--- src/rtl/wb_arbiter.sv ---
// Purpose: round-robin arbiter that merges ALU and LSU writebacks onto a single register-file write port.
// Latency: 1 cycle from acceptance to o_wr. Backpressure: the losing requester keeps its ready low and
//   holds its request; i_hold blocks all acceptance and freezes the output. Optional bypass: WB_BYPASS_EN.
module wb_arbiter (
    input  logic        clk,
    input  logic        rst,
    input  logic        i_alu_valid,
    input  logic [4:0]  i_alu_rd,
    input  logic [31:0] i_alu_data,
    output logic        o_alu_ready,
    input  logic        i_lsu_valid,
    input  logic [4:0]  i_lsu_rd,
    input  logic [31:0] i_lsu_data,
    output logic        o_lsu_ready,
    input  logic        i_hold,
    output logic        o_wr,
    output logic [4:0]  o_rd,
    output logic [31:0] o_write_data
`ifdef WB_BYPASS_EN
    ,
    input  logic [4:0]  i_rs1,
    input  logic [4:0]  i_rs2,
    output logic        o_fwd1_valid,
    output logic [31:0] o_fwd1_data,
    output logic        o_fwd2_valid,
    output logic [31:0] o_fwd2_data
`endif
);

    // ptr = 1 means the LSU is favoured on the next contended cycle.
    logic        ptr;
    // pend: the output register holds a write not yet issued.
    logic        pend;
    // stalled: the pending write was frozen by i_hold; its release cycle admits nothing new.
    logic        stalled;
    logic [4:0]  rd_q;
    logic [31:0] data_q;

    logic        can_accept;
    logic        accept;
    logic        issue;
    logic [4:0]  acc_rd;
    logic [31:0] acc_data;

    assign can_accept   = ~rst & ~i_hold & ~stalled;
    assign o_alu_ready  = can_accept & i_alu_valid & (~i_lsu_valid | ~ptr);
    assign o_lsu_ready  = can_accept & i_lsu_valid & (~i_alu_valid |  ptr);
    assign accept       = o_alu_ready | o_lsu_ready;
    assign acc_rd       = o_alu_ready ? i_alu_rd   : i_lsu_rd;
    assign acc_data     = o_alu_ready ? i_alu_data : i_lsu_data;

    // A pending write goes out whenever the output is not frozen and reset is not being applied.
    assign issue        = pend & ~i_hold & ~rst;
    assign o_wr         = issue;
    assign o_rd         = rd_q;
    assign o_write_data = data_q;

    // Output register, pending/stall flags and round-robin pointer.
    always_ff @(posedge clk) begin
        if (rst) begin
            ptr     <= 1'b0;
            pend    <= 1'b0;
            stalled <= 1'b0;
            rd_q    <= 5'd0;
            data_q  <= 32'd0;
        end else begin
            if (accept) begin
                ptr <= o_alu_ready;
            end
            // Writes to x0 are consumed without touching the output register.
            if (accept && (acc_rd != 5'd0)) begin
                rd_q   <= acc_rd;
                data_q <= acc_data;
                pend   <= 1'b1;
            end else if (issue) begin
                pend   <= 1'b0;
            end
            if (pend && i_hold) begin
                stalled <= 1'b1;
            end else if (issue) begin
                stalled <= 1'b0;
            end
        end
    end

`ifdef WB_BYPASS_EN
    // Forward the write sitting in the output register to decode-stage readers.
    always_comb begin
        o_fwd1_valid = 1'b0;
        o_fwd1_data  = 32'd0;
        o_fwd2_valid = 1'b0;
        o_fwd2_data  = 32'd0;
        if (pend && (i_rs1 != 5'd0) && (i_rs1 == rd_q)) begin
            o_fwd1_valid = 1'b1;
            o_fwd1_data  = data_q;
        end
        if (pend && (i_rs2 != 5'd0) && (i_rs2 == rd_q)) begin
            o_fwd2_valid = 1'b1;
            o_fwd2_data  = data_q;
        end
    end
`endif

endmodule

--- config.mk ---
export PLATFORM = sky130hd
export DESIGN_NAME = wb_arbiter
export DESIGN_NICKNAME = d
export VERILOG_FILES = /design/src/rtl/wb_arbiter.sv
export SDC_FILE = /design/constraint.sdc
export NUM_CORES = 1
export LEC_CHECK = 0
export CAP_MARGIN = 20
export CORE_UTILIZATION = 37
export CTS_BUF_LIST = sky130_fd_sc_hd__clkbuf_4 sky130_fd_sc_hd__clkbuf_8
export DETAILED_ROUTE_END_ITERATION = 7
export PLACE_DENSITY = 0.92
export SYNTH_ARGS = -nofsm -noshare
export SYNTH_HDL_FRONTEND = slang
export SYNTH_SLANG_ARGS = --single-unit
--- constraint.sdc ---
create_clock -name clk -period 2.3 [get_ports clk]
set_input_delay 0.69 -clock clk [delete_from_list [all_inputs] [get_ports clk]]
set_output_delay 0.69 -clock clk [all_outputs]
set_load 0.005 [all_outputs]
# Word-level counts from Yosys, hierarchy flattened
# Cells that the tools add are included.
[op_classes] muxes=5 n_bitwise=17 reduce_logical=5
[ops] cell="32-bit two-way mux" n=1
[ops] cell="1-bit bitwise AND" n=8
[ops] cell="1-bit inverter" n=6
[ops] cell="5-bit two-way mux" n=1
[ops] cell="5-bit nonzero test" n=1
[ops] cell="2-bit nonzero test" n=2
[ops] cell="1-bit two-way mux" n=3
[ops] cell="1-bit bitwise OR" n=3
[ops] cell="1-bit logical AND" n=2
[word_totals] reg_bits=40 out_inout_bits=40

# Logic depth before layout (Yosys ltp)
[logic_depth] ltp_word=9 ltp_mapped=8 ltp_nobuf=5

# Worst setup path after synthesis
# Ideal clock, no wire load.
[synth_timing] path_type="input to output" start="input rst" end="output o_alu_ready" arrival_time_ns=1.557 t_required_ns=1.610 slack_ns=0.053 cell_stages=5 n_path_buf=2 cell_sequence="buf_2 > nor3_4 > nand2_2 > inv_2 > buf_2"
[synth_via] elab_chain_len=5
[synth_rtl] element="from (decl)" line="6" rtl="input logic rst,"
[synth_rtl] element="1-bit inverter" line="45" rtl="assign can_accept = ~rst & ~i_hold & ~stalled;"
[synth_rtl] element="1-bit bitwise AND (2 in a row)" line="45"
[synth_rtl] element="1-bit bitwise AND (2 in a row)" line="46" rtl="assign o_alu_ready = can_accept & i_alu_valid & (~i_lsu_valid | ~ptr);"
[synth_rtl] element="to (decl)" line="10" rtl="output logic o_alu_ready,"
# No other way between the ends.

# Final worst setup path
[layout_timing] start="input i_alu_rd[4]" end="register data_q[24] (netlist: o_write_data[24])"
[layout_via] elab_chain_len=3
[layout_rtl] element="from (decl)" line="8" rtl="input logic [4:0] i_alu_rd,"
[layout_rtl] element="5-bit two-way mux" line="49" rtl="assign acc_rd = o_alu_ready ? i_alu_rd : i_lsu_rd;"
[layout_rtl] element="5-bit nonzero test" line="71" rtl="if (accept && (acc_rd != 5'd0)) begin"
[layout_rtl] element="1-bit logical AND" line="71"
[layout_rtl] element="to (signal assigned)" line="73" rtl="data_q <= acc_data;"
[layout_rtl] element="to (decl)" line="37" rtl="logic [31:0] data_q;"
# No other way between the ends.
# A chain may end at the register's enable or synchronous reset.

==> reports/results.ini <==
[final_layout]
syn_to_final_growth_pct = 66.8
nets = 428
drive_gt1_frac = 0.246
diodes = 0
final_area_mm2 = 0.00371
final_util = 0.657

[power_and_ir_drop]
seq_power_share = 0.431
comb_power_share = 0.289
p_clk_frac = 0.279
vdd_drop_max_mv = 0.312
switching_share = 0.263
p_leak_nw = 1.31
internal-power_w = 0.00134
power_density_mw_per_mm2 = 490
netSwitchingPower_w = 0.000479

[detailed_routing]
viasPerCell = 5.48
drc_errors = 0
wirelength_um = 6960
vias = 2311
first_pass_iters = 4
antenna_left = 0
wire_per_inst_um = 16.5
dr.first_iter.drc_count = 73

[status]
status = complete, but fails checks
violations = negative setup slack

[global_route]
grt_max_degree = 39
antenna_found_initial = 0
first_global_vias = 2414
grt_usage = 0.225
grt_pass1_wl_um = 11100
grt_remaining_overflow = 0

[placed_design]
placed_area_mm2 = 0.00352
place.gp.congestion = 0.838
portBuffers = 118
post-place-ws_ps = -503
dp_hpwl_um = 4640

[worst_hold_path]
worstHoldPathType = reg2reg
hold_path_depth = 2

[die]
die_h_um = 79.5
die_area_mm2 = 0.00632
ios = 119
rows = 27
die_x_um = 79.5
core_mm2 = 0.00564
initial_core_util = 0.394

[timing]
holdWs_ps = 490
tightest_slew_ps = 619
fmax_mhz = 435
fin_crit_sh = 1.00
skew_ps = 3.57
max-slew-margin-rel = 0.587
rsz0062_at_grt = true
min_period_ps = 2300
final-max-slew-violation-count = 0
finalSetupViolCount = 1
setup_slack_ps = -0.773
setup_tns_ps = -0.773
finalHoldViolations = 0

[synth]
synth_common_cells = 67 x nand2_1, 40 x dfxtp_1, 29 x a211oi_2, 21 x a311oi_1, 11 x a311oi_2
synth.distinct_cells = 28
synth_top_area_cell = dfxtp_1
ys.flop_type = dfxtp_1
yosysSeqAreaShare = 0.360
synth_edf_count = 0
syn_avg_cell_area_um2 = 9.63
ys_ff_latch = 40
synth.most_common_cell = nand2_1
netlist_instances = 231
mappedNetlistArea_mm2 = 0.00222
async_flop_share = 0
synth_nets = 310
synthTopCellsByArea = dfxtp_1 36%, a211oi_2 16%, nand2_1 11%
synth_warnings = 0
netlist.area_leader.share = 0.360

[clock_network]
hold_buffers = 0
insertion_delay_ps = 290
cts_root_buf = clkbuf_8
h-tree-depth = 2
cts.sinks = 40
cts_tree = done
clockBufferDepth = 2
clkTransAtPathRegs_ps = 80
cts_buffers = 5

[worst_setup_path]
r2r_cells = 6
crit_path_start_kind = input port
worst-endpoint-arrival_ps = 2480
crit_slowest_cell = or4_4
path_class = in2reg
cp-end-kind = flip-flop
path_cells = clkdlybuf4s50_1, or4_4, o211ai_4, o21ai_4, buf_12, a311oi_1
cpPeakStageDelay_ps = 570
worstPathRequired_ps = 2480
crit_fanout = 18

[run]
maxCapViolations = 0

through the flow:
step                      std cells  total power (W)
after CTS                       422          0.00181
after floorplan                 231          0.00101
after detailed placement        412          0.00130
after global placement          412          0.00129
after global routing            422          0.00192
final                           422          0.00182
logic make-up after synthesis:
family / synth area share
buffers and inverters: 0.0827
AND/OR/NAND/NOR: 0.149
multiplexers: 0.0135
flip-flops: 0.360
AO/OA/AOI/OAI: 0.395
power by group through the flow:
stage	sequential [W]	clock [W]	combinational, W
after floorplan	0.000797	0	0.000217
after global placement	0.000793	0	0.000498
after detailed placement	0.000796	0	0.000508
after CTS	0.000781	0.000520	0.000513
after global routing	0.000791	0.000559	0.000567
final	0.000784	0.000508	0.000526
sequential cells by signal, summed over array words and instances (netlist names):
name,flops
ptr,1
pend,1
stalled,1
o_write_data,32
o_rd,5
per-layer routing:
layer  part of all wire  vias up  track usage
met4              0.028        0        0.104
met1               0.41     1086        0.253
li1                   -     1114            -
met5                  0        -            0
met2               0.51       94        0.409
met3              0.055       17       0.0377
layout make-up:
type                    instances  area [um2]
fillers                       458        1930
flip-flops and latches         40         801
inverters                       2        7.51
clock buffers                   8        97.6
well taps                      72        90.1
repair buffers                136        1380
multi-input cells             164        1330
layout by cell type (no fill, tap or decap), types with 2 or more instances in the layout:
cell type	netlist	layout
o211ai_1	2	2
a21oi_1	6	6
clkbuf_4	0	2
inv_2	2	2
buf_2	6	2
clkbuf_8	0	6
dlygate4sd2_1	0	2
nand2b_1	2	2
buf_4	0	12
a311oi_2	11	12
a211oi_1	9	4
nand2_1	67	66
clkdlybuf4s50_1	0	111
a211oi_4	0	3
buf_12	0	6
a311oi_1	21	20
mux2i_1	3	3
a22oi_1	2	2
dfxtp_1	40	40
a211oi_2	29	31
nand2_2	1	2
worst paths after layout:
kind | slack (ps) | to | from
min reg2reg | 490 | stalled | pend
min | 490 | stalled | pend
max | -0.8 | o_write_data[24] | i_alu_rd[4]
max reg2reg | 380 | o_write_data[24] | stalled
what timing repair did:
item | in CTS | in global routing
buffers inserted | 2 | 0
pin swaps | 2 | 4
gates resized for setup | 13 | 12
setup endpoints to repair | 7 | 27
critical path: cells and delay by family:
kind / cells / cell delay (ps)
AO/OA/AOI/OAI: 3 / 610
AND/OR/NAND/NOR: 1 / 570
buffers and inverters: 2 / 600
No activity file was read; power rests on OpenSTA's default activity.
